$ cat config.mk
export PLATFORM = sky130hd
export DESIGN_NAME = serial_adder_ctrl
export DESIGN_NICKNAME = d
export VERILOG_FILES = /design/src/rtl/serial_adder_ctrl.sv
export SDC_FILE = /design/constraint.sdc
export NUM_CORES = 1
export LEC_CHECK = 0
export BUFFER_PORTS_ARGS = -buffer_cell sky130_fd_sc_hd__buf_4
export CAP_MARGIN = 0
export CORE_ASPECT_RATIO = 1.2
export CORE_UTILIZATION = 59
export DETAILED_ROUTE_END_ITERATION = 6
export GPL_TIMING_DRIVEN = 0
export MAX_ROUTING_LAYER = met4
export PLACE_DENSITY = 0.8
export SLEW_MARGIN = 5
export SYNTH_ARGS = -nofsm -noshare
export SYNTH_HDL_FRONTEND = slang
export SYNTH_HIERARCHICAL = 1
export SYNTH_SLANG_ARGS = --single-unit
$ cat constraint.sdc
create_clock -name clk -period 2.5 [get_ports clk]
set_clock_uncertainty 0.1 [all_clocks]
set_input_delay 0.125 -clock clk [delete_from_list [all_inputs] [get_ports clk]]
set_output_delay 0.125 -clock clk [all_outputs]
set_load 0.02 [all_outputs]
$ cat src/rtl/serial_adder_ctrl.sv
// Bit-serial adder controller: one full-adder slice (two half adders + OR) sequenced LSB-first over WIDTH bits.
// Optional subtract mode (a - b) is enabled by defining SERIAL_ADDER_SUB_EN.

module serial_adder_ha (
   input  logic x,
   input  logic y,
   output logic s,
   output logic c
);
   assign s = x ^ y;
   assign c = x & y;
endmodule

module serial_adder_fa (
   input  logic x,
   input  logic y,
   input  logic ci,
   output logic s,
   output logic co
);
   logic s1;
   logic c1;
   logic c2;

   serial_adder_ha u_ha1 (.x(x),  .y(y),  .s(s1), .c(c1));
   serial_adder_ha u_ha2 (.x(s1), .y(ci), .s(s),  .c(c2));

   assign co = c1 | c2;
endmodule

module serial_adder_ctrl #(
   parameter int unsigned WIDTH = 8
) (
   input  logic             clk,
   input  logic             rst,
   input  logic             start,
   input  logic [WIDTH-1:0] a,
   input  logic [WIDTH-1:0] b,
`ifdef SERIAL_ADDER_SUB_EN
   input  logic             sub,
`endif
   output logic             busy,
   output logic             done,
   output logic [WIDTH-1:0] sum,
   output logic             cout
);

   localparam int unsigned CNT_W = (WIDTH > 1) ? $clog2(WIDTH) : 1;
   localparam logic [CNT_W-1:0] LAST_BIT = CNT_W'(WIDTH - 1);

   typedef enum logic [1:0] {
      IDLE = 2'd0,
      RUN  = 2'd1,
      DONE = 2'd2
   } state_t;

   state_t state;
   state_t state_next;

   logic [WIDTH-1:0] a_q;
   logic [WIDTH-1:0] a_next;
   logic [WIDTH-1:0] b_q;
   logic [WIDTH-1:0] b_next;
   logic [WIDTH-1:0] res_q;
   logic [WIDTH-1:0] res_next;
   logic [WIDTH-1:0] sum_next;
   logic             carry_q;
   logic             carry_next;
   logic             cout_next;
   logic [CNT_W-1:0] count_q;
   logic [CNT_W-1:0] count_next;
   logic             busy_next;
   logic             done_next;

   logic             bit_c;
   logic             carry_c;
   logic [WIDTH-1:0] b_load_c;
   logic             carry_init_c;

   // Subtraction is a + ~b + 1: invert B at capture and seed the carry.
`ifdef SERIAL_ADDER_SUB_EN
   assign b_load_c     = sub ? ~b : b;
   assign carry_init_c = sub;
`else
   assign b_load_c     = b;
   assign carry_init_c = 1'b0;
`endif

   serial_adder_fa u_slice (
      .x  (a_q[0]),
      .y  (b_q[0]),
      .ci (carry_q),
      .s  (bit_c),
      .co (carry_c)
   );

   // State register.
   always_ff @(posedge clk or posedge rst) begin
      if (rst) begin
         state <= IDLE;
      end else begin
         state <= state_next;
      end
   end

   // Next-state and datapath next values.
   always_comb begin
      state_next = state;
      a_next     = a_q;
      b_next     = b_q;
      res_next   = res_q;
      carry_next = carry_q;
      count_next = count_q;
      sum_next   = sum;
      cout_next  = cout;

      case (state)
         IDLE: begin
            if (start) begin
               a_next     = a;
               b_next     = b_load_c;
               carry_next = carry_init_c;
               count_next = '0;
               state_next = RUN;
            end
         end
         RUN: begin
            a_next     = a_q >> 1;
            b_next     = b_q >> 1;
            carry_next = carry_c;
            res_next   = (res_q >> 1) | (WIDTH'(bit_c) << (WIDTH - 1));
            count_next = count_q + CNT_W'(1);
            // Last bit: publish the result including the bit formed on this edge.
            if (count_q == LAST_BIT) begin
               sum_next   = res_next;
               cout_next  = carry_c;
               state_next = DONE;
            end
         end
         DONE: begin
            state_next = IDLE;
         end
         default: begin
            state_next = IDLE;
         end
      endcase

      busy_next = (state_next == RUN);
      done_next = (state_next == DONE);
   end

   // Datapath and status registers.
   always_ff @(posedge clk or posedge rst) begin
      if (rst) begin
         a_q     <= '0;
         b_q     <= '0;
         res_q   <= '0;
         carry_q <= 1'b0;
         count_q <= '0;
         sum     <= '0;
         cout    <= 1'b0;
         busy    <= 1'b0;
         done    <= 1'b0;
      end else begin
         a_q     <= a_next;
         b_q     <= b_next;
         res_q   <= res_next;
         carry_q <= carry_next;
         count_q <= count_next;
         sum     <= sum_next;
         cout    <= cout_next;
         busy    <= busy_next;
         done    <= done_next;
      end
   end

endmodule

==> impl_metrics.env, run 1 <==
export IMPL_worst_slew_pin_transition_ns=0.8099
export IMPL_power_per_cell_area_nw_per_um2=1238
export IMPL_drt_first_pass_iters=4
export IMPL_vias_per_cell=5.866
export IMPL_cp_endpoint="sum[7]$_DFFE_PP0P_"
export IMPL_critical_setup_path_class="reg -> reg"
export IMPL_ios=30
export IMPL_overall_via_count_from_detail_route=1226
export IMPL_ctsRootBufferMaster="sky130_fd_sc_hd__clkbuf_4"
export IMPL_max_slew_margin_pct=45.93
export IMPL_worst_r2r_setup_slack_ns=0.83
export IMPL_wire_length_of_the_first_global_routing_pass_mm=5.526
export IMPL_port_buffers=29
export IMPL_crit_path_start="count_q[0]$_DFFE_PP0P_"
export IMPL_crit_path_start_kind="flip-flop"
export IMPL_ys_ff_latch=40
export IMPL_grt_setup_unrepaired="false"
export IMPL_cp_depth=5
export IMPL_crit_path_max_incr_delay_ns=0.40
export IMPL_cp_data_arrival_time_ns=1.82
export IMPL_timing_final_max_slew_violations=0
export IMPL_dp_hpwl_mm=2.335
export IMPL_die_y_um=62.60
export IMPL_antenna_found_initial=0
export IMPL_postCtsSetupRepairBufs=0
export IMPL_r2r_cells=5
export IMPL_gr_usage_all_layers_pct=23.89
export IMPL_antenna_cells_inserted=0
export IMPL_largest_net_degree_at_the_start_of_global_routing=41
export IMPL_core_area_um2=2838
export IMPL_area_growth_synth_to_final_pct=19.20
export IMPL_finalSetupViolations=0
export IMPL_netlist_cell_type_count=21
export IMPL_synthesis_instances=135
export IMPL_end_kind="flip-flop"
export IMPL_final_hold_violation_count=0
export IMPL_power_ir_vdd_worst_mv=0.7657
export IMPL_clock_sinks=40
export IMPL_std_cell_rows=21
export IMPL_clkTransAtPathRegs_ns=0.11
export IMPL_synth_avg_cell_area_um2=13.37
export IMPL_drc=0
export IMPL_place_congestion=0.7581
export IMPL_clk_path_buf_depth=2
export IMPL_worst_hold_slack_ns=0.006724
export IMPL_yosysWarningCount=6
export IMPL_rr_startpoint="count_q[0]$_DFFE_PP0P_"
export IMPL_worst_hold_path_type="in -> reg"
export IMPL_fin_nets=198
export IMPL_max_cap_viol_count=0
export IMPL_numCtsBuffers=5
export IMPL_post_layout_minimum_cycle_time_ns=1.672
export IMPL_setup_total_negative_slack_ns=0
export IMPL_die_area_um2=3287
export IMPL_critical_path_top_delay_family="flip-flops"
export IMPL_yosysSeqAreaShare_pct=55.44
export IMPL_leakage_nw=1.041
export IMPL_routed_antenna_nets=0
export IMPL_remaining_overflow_grt=0
export IMPL_dr_first_iter_drc_count=24
export IMPL_clk_latency_ns=0.35
export IMPL_worst_path_cell_chain="ha_1, ha_1, nand3b_1, buf_4, mux2_4"
export IMPL_timing_rr_end="sum[7]$_DFFE_PP0P_"
export IMPL_die_width_um=52.50
export IMPL_number_of_buffers_and_inverters_on_the_critical_path=1
export IMPL_crit_required_ns=2.64
export IMPL_syn_area_um2=1805
export IMPL_outcome="complete, no violations"
export IMPL_ctsHtreeMaxLevel=2
export IMPL_routed_wl_mm=3.271
export IMPL_grt_pass1_vias=1247
export IMPL_cts_tree="done"
export IMPL_wl_per_cell_um=15.65
export IMPL_drive_gt1_share_pct=38.86
export IMPL_min_period_over_period_pct=66.90
export IMPL_initial_core_utilization_pct=63.62
export IMPL_worst_path_most_repeated_cell="sky130_fd_sc_hd__ha_1"
export IMPL_max_freq_ghz=0.5979
export IMPL_worstPathMaxFanout=10
export IMPL_cpMaxStageDelayCell="sky130_fd_sc_hd__dfrtp_1"
export IMPL_net_count_of_the_mapped_netlist=158
## through the flow
stage	total power [mW]	utilization, %	setup WS [ns]	cell area [µm²]	std cells
finish	2.664	75.84	0.8275	2152	209
global route	2.841	75.84	0.7440	2152	209
CTS	2.681	75.84	0.8190	2152	209
detailed placement	2.379	72.80	0.8370	2066	198
global placement	2.298	72.80	0.8643	2066	198
floorplan	2.021	-	0.9472	1805	135
## kinds of logic after synthesis
group / after synthesis / synth area share, %
muxes: 17 / 12.27
AOI/OAI and AO/OA: 22 / 12.27
buffers and inverters: 27 / 7.068
adders and majority gates: 4 / 2.772
DFF: 40 / 55.44
and+or+nand+nor: 25 / 10.19
## worst min-delay path by stage
stage | from | to | depth (start not counted)
after floorplan | a[7] | a_q[7]$_DFFE_PP0P_ | 1
after global placement | b[7] | b_q[7]$_DFFE_PP0P_ | 2
after detailed placement | rst | sum[2]$_DFFE_PP0P_ | 2
after CTS | b[3] | b_q[3]$_DFFE_PP0P_ | 3
after global routing | b[1] | b_q[1]$_DFFE_PP0P_ | 3
final | b[3] | b_q[3]$_DFFE_PP0P_ | 3
## layer usage
metal	vias up	global-route usage, %	share of wire (%)
li1	572	-	-
met1	609	29.64	44
met2	36	35.92	50
met3	9	5.109	3.8
met4	0	12.83	2.0
met5	-	-	0
## power breakdown
group          internal, mW  switching (mW)  leakage (nW)
Sequential            0.957           0.165         0.471
Combinational         0.652           0.587         0.541
Clock                 0.104           0.198        0.0281
Total                  1.71           0.951          1.04
## worst min-delay path: stages
cell,delay (ns)
sky130_fd_sc_hd__buf_4,0.07
sky130_fd_sc_hd__nor4b_1,0.04
sky130_fd_sc_hd__a221oi_2,0.16
## synthesized netlist by cell type, drive strengths merged
cell type | number | share of area, %
nor2 | 4 | 0.83
nor3b | 1 | 0.42
nor2b | 1 | 0.35
a22o | 5 | 2.4
dfrtp | 40 | 55
buf | 9 | 3.3
inv | 17 | 3.5
nand3b | 1 | 0.42
o21bai | 1 | 0.42
or2 | 1 | 0.35
nor4b | 14 | 6.8
nand2b | 3 | 1.0
mux2 | 17 | 12
a21oi | 2 | 0.55
clkbuf | 1 | 0.21
ha | 4 | 2.8
a221oi | 14 | 8.9
## state kept, by name, indices dropped and copies added (netlist names)
name     count
carry_q      1
state        2
cout         1
sum          8
res_q        7
done         1
a_q          8
count_q      3
busy         1
b_q          8
## cells in the final DEF (no fill, tap or decap)
master	instances
sky130_fd_sc_hd__or2_1	1
sky130_fd_sc_hd__nor3b_1	1
sky130_fd_sc_hd__clkbuf_1	2
sky130_fd_sc_hd__mux2_4	8
sky130_fd_sc_hd__dfrtp_1	40
sky130_fd_sc_hd__a21oi_1	2
sky130_fd_sc_hd__a22o_1	5
sky130_fd_sc_hd__a221oi_1	8
sky130_fd_sc_hd__nand3b_1	1
sky130_fd_sc_hd__buf_6	2
sky130_fd_sc_hd__inv_1	16
sky130_fd_sc_hd__nor2b_1	1
sky130_fd_sc_hd__clkbuf_4	5
sky130_fd_sc_hd__dlygate4sd3_1	4
sky130_fd_sc_hd__nor4b_1	14
sky130_fd_sc_hd__a221oi_2	6
sky130_fd_sc_hd__nor2_1	4
sky130_fd_sc_hd__buf_2	6
sky130_fd_sc_hd__mux2_2	9
sky130_fd_sc_hd__buf_4	30
sky130_fd_sc_hd__inv_2	1
sky130_fd_sc_hd__clkinv_2	1
sky130_fd_sc_hd__o21bai_1	1
sky130_fd_sc_hd__ha_1	4
sky130_fd_sc_hd__nand2b_1	3
## final cells by class
type                    instances  area [µm²]
well taps                      34       42.54
flip-flops and latches         40        1001
multi-input cells              68       676.9
clock inverters                 1       5.005
plain buffers                  10       63.81
clock buffers                   6       41.29
inverters                      17       63.81
repair buffers                 33       257.7
fillers                       205       685.7
## timing repair
| action | 4_1_cts | 5_1_grt |
|---|---|---|
| hold buffers | 4 | 0 |
| resized for setup | 0 | 0 |
| hold endpoints to repair | 43 | 0 |
(Power assumes the default switching activity.)
==> run 2: changes to the inputs <==
--- a/config.mk
+++ b/config.mk
@@ -8,11 +8,11 @@
 export BUFFER_PORTS_ARGS = -buffer_cell sky130_fd_sc_hd__buf_4
 export CAP_MARGIN = 0
 export CORE_ASPECT_RATIO = 1.2
-export CORE_UTILIZATION = 59
+export CORE_UTILIZATION = 55
 export DETAILED_ROUTE_END_ITERATION = 6
 export GPL_TIMING_DRIVEN = 0
 export MAX_ROUTING_LAYER = met4
-export PLACE_DENSITY = 0.8
+export PLACE_DENSITY = 0.75
 export SLEW_MARGIN = 5
 export SYNTH_ARGS = -nofsm -noshare
 export SYNTH_HDL_FRONTEND = slang
==> constraint.sdc (replaced) <==
create_clock -name clk -period 1.6 [get_ports clk]
set_clock_uncertainty 0.1 [all_clocks]
set_input_delay 0.08 -clock clk [delete_from_list [all_inputs] [get_ports clk]]
set_output_delay 0.08 -clock clk [all_outputs]
set_load 0.02 [all_outputs]
==> run 2 against run 1 <==
Clock-buffer cell count grew 2; power grew 65%; sequential power grew 57%; hold slack lost 0.0048 ns; combinational power grew 69%; sequential share of layout area shrank 4.1 points; highest routed layer unchanged.
==> impl_metrics.env, run 2 (same netlist as run 1, synthesis figures left out) <==
export IMPL_drc=0
export IMPL_end_kind="flip-flop"
export IMPL_routed_wl_mm=3.383
export IMPL_ctsHtreeMaxLevel=2
export IMPL_internal_power_mw=2.871
export IMPL_timing_final_max_slew_violations=0
export IMPL_reg_largest_list="a_q: 8 flops, b_q: 8 flops, sum: 8 flops"
export IMPL_initial_core_utilization_pct=58.56
export IMPL_gr_usage_all_layers_pct=23.72
export IMPL_cts_tree="done"
export IMPL_numCtsBuffers=5
export IMPL_r2r_cells=5
export IMPL_final_hold_violation_count=0
export IMPL_wl_met1_mm=1.436
export IMPL_p_clk_share_pct=12.0
export IMPL_drive_gt1_share_pct=41.03
export IMPL_dr_first_iter_drc_count=45
export IMPL_worst_r2r_setup_slack_ns=0.002
export IMPL_clk_latency_ns=0.34
export IMPL_timing_rr_end="sum[0]$_DFFE_PP0P_"
export IMPL_min_period_over_period_pct=99.85
export IMPL_crit_path_start_kind="flip-flop"
export IMPL_wl_per_cell_um=14.65
export IMPL_max_slew_margin_pct=45.68
export IMPL_ios=30
export IMPL_leakage_nw=1.127
export IMPL_layout_common_cells="sky130_fd_sc_hd__dfrtp_1, sky130_fd_sc_hd__buf_4, sky130_fd_sc_hd__inv_1"
export IMPL_antenna_found_initial=0
export IMPL_worst_slack_ns=0.002355
export IMPL_post_layout_minimum_cycle_time_ns=1.598
export IMPL_grt_setup_unrepaired="true"
export IMPL_clock_sinks=40
export IMPL_routed_antenna_nets=0
export IMPL_fin_nets=217
export IMPL_outcome="complete, no violations"
export IMPL_area_growth_synth_to_final_pct=30.70
export IMPL_max_cap_viol_count=0
export IMPL_nFillCells=206
export IMPL_worst_hold_path_type="in -> reg"
export IMPL_std_cell_rows=22
export IMPL_die_width_um=54.30
export IMPL_mostFrequentLayoutCell="sky130_fd_sc_hd__dfrtp_1"
export IMPL_worst_slew_pin_transition_ns=0.8137
export IMPL_power_per_cell_area_nw_per_um2=1858
export IMPL_largest_net_degree_at_the_start_of_global_routing=41
export IMPL_die_area_um2=3516
export IMPL_cp_data_arrival_time_ns=1.73
export IMPL_multi_input_area_um2=694.4
export IMPL_met3_wirelength_um=148
export IMPL_grt_pass1_vias=1345
export IMPL_max_freq_ghz=0.6259
export IMPL_sequential_cell_area_um2=1001
export IMPL_remaining_overflow_grt=0
export IMPL_port_buffers=29
export IMPL_sum_of_internal_switching_and_leakage_power_mw=4.385
export IMPL_overall_via_count_from_detail_route=1310
export IMPL_pwr_share_comb_pct=48.0
export IMPL_cp_endpoint="sum[0]$_DFFE_PP0P_"
export IMPL_core_area_um2=3083
export IMPL_seq_pwr_share_pct=40.0
export IMPL_finalSetupViolations=0
export IMPL_antenna_cells_inserted=0
export IMPL_vias_per_cell=5.671
export IMPL_crit_path_start="count_q[0]$_DFFE_PP0P_"
export IMPL_worst_hold_slack_ns=0.001945
export IMPL_dpl_ws_ns=-0.04820
export IMPL_clk_path_buf_depth=2
export IMPL_met2_wire_length_mm=1.751
export IMPL_place_congestion=0.7066
export IMPL_power_ir_vdd_worst_mv=1.195
export IMPL_total_switching_power_mw=1.514
export IMPL_rr_startpoint="count_q[0]$_DFFE_PP0P_"
export IMPL_die_y_um=64.76
export IMPL_ctsRootBufferMaster="sky130_fd_sc_hd__clkbuf_4"
export IMPL_power_switching_share_pct=34.52
export IMPL_dp_hpwl_mm=2.196
export IMPL_crit_required_ns=1.73
export IMPL_wire_length_of_the_first_global_routing_pass_mm=5.713
export IMPL_drt_first_pass_iters=4
export IMPL_clkTransAtPathRegs_ns=0.11
export IMPL_critical_setup_path_class="reg -> reg"
export IMPL_top_layer="met4"
export IMPL_worstPathMaxFanout=5
-- run 2: cell types whose count changed in the layout (fill, tap and decap cells not counted) --
cell / change
sky130_fd_sc_hd__buf_4: +7
sky130_fd_sc_hd__buf_6: +2
sky130_fd_sc_hd__clkbuf_1: +1
sky130_fd_sc_hd__clkbuf_8: +1
sky130_fd_sc_hd__clkinv_2: -1
sky130_fd_sc_hd__dlygate4sd3_1: +10
sky130_fd_sc_hd__ha_1: -3
sky130_fd_sc_hd__ha_2: +2
sky130_fd_sc_hd__ha_4: +1
-- run 2: metal layers --
metal  GRT usage (%)  up-vias
met5               -        -
met4           8.654        0
met3           7.512        5
met2           39.48       34
met1           25.71      660
li1                -      611
-- run 2: through the flow --
stage / TNS (ns) / instance area (µm²) / utilization (%) / std cells
6_report: 0 / 2360 / 76.54 / 231
3_5_place_dp: -0.3459 / 2068 / 67.09 / 200
4_1_cts: -0.005242 / 2305 / 74.76 / 226
2_1_floorplan: 0 / 1805 / - / 135
3_3_place_gp: -0.2894 / 2068 / 67.09 / 200
5_1_grt: -0.2044 / 2360 / 76.54 / 231
-- run 2: power groups by stage --
stage	clock network (mW)	logic, mW	registers (mW)
6_report	0.525	2.10	1.76
3_3_place_gp	0	1.86	1.74
3_5_place_dp	0	1.93	1.77
5_1_grt	0.580	2.32	1.81
2_1_floorplan	0	1.29	1.87
4_1_cts	0.540	2.04	1.75
-- run 2: worst min path at each step --
stage | from | end | slack, ns | depth (start not counted)
3_5_place_dp | rst | done$_DFF_PP0_ | 0.20 | 2
6_report | a[1] | a_q[1]$_DFFE_PP0P_ | 0.002 | 3
4_1_cts | a[2] | a_q[2]$_DFFE_PP0P_ | 0.002 | 3
5_1_grt | a[1] | a_q[1]$_DFFE_PP0P_ | 0.03 | 3
3_3_place_gp | b[7] | b_q[7]$_DFFE_PP0P_ | 0.20 | 2
2_1_floorplan | a[7] | a_q[7]$_DFFE_PP0P_ | 0.11 | 1
-- run 2: area by class of cell --
type | count | area share (%)
sequential | 40 | 42.42
multi-input combinational | 68 | 29.43
timing repair buffer | 52 | 18.19
buffer | 10 | 2.863
inverter | 17 | 2.704
clock buffer | 8 | 2.492
tap | 36 | 1.909
-- run 2: worst max-delay path: stages, from the launching register on --
cell                       delay, ns
sky130_fd_sc_hd__dfrtp_1        0.41
sky130_fd_sc_hd__ha_2           0.21
sky130_fd_sc_hd__ha_4           0.15
sky130_fd_sc_hd__nand3b_1       0.15
sky130_fd_sc_hd__buf_6          0.17
sky130_fd_sc_hd__mux2_4         0.30
-- run 2: repair_timing --
action,4_1_cts,5_1_grt
gates resized for setup,4,3
pin swaps,2,0
endpoints found under the hold margin,53,1
hold buffers,13,1
setup endpoints to repair,8,8
cloned,1,0
buffers inserted,4,4
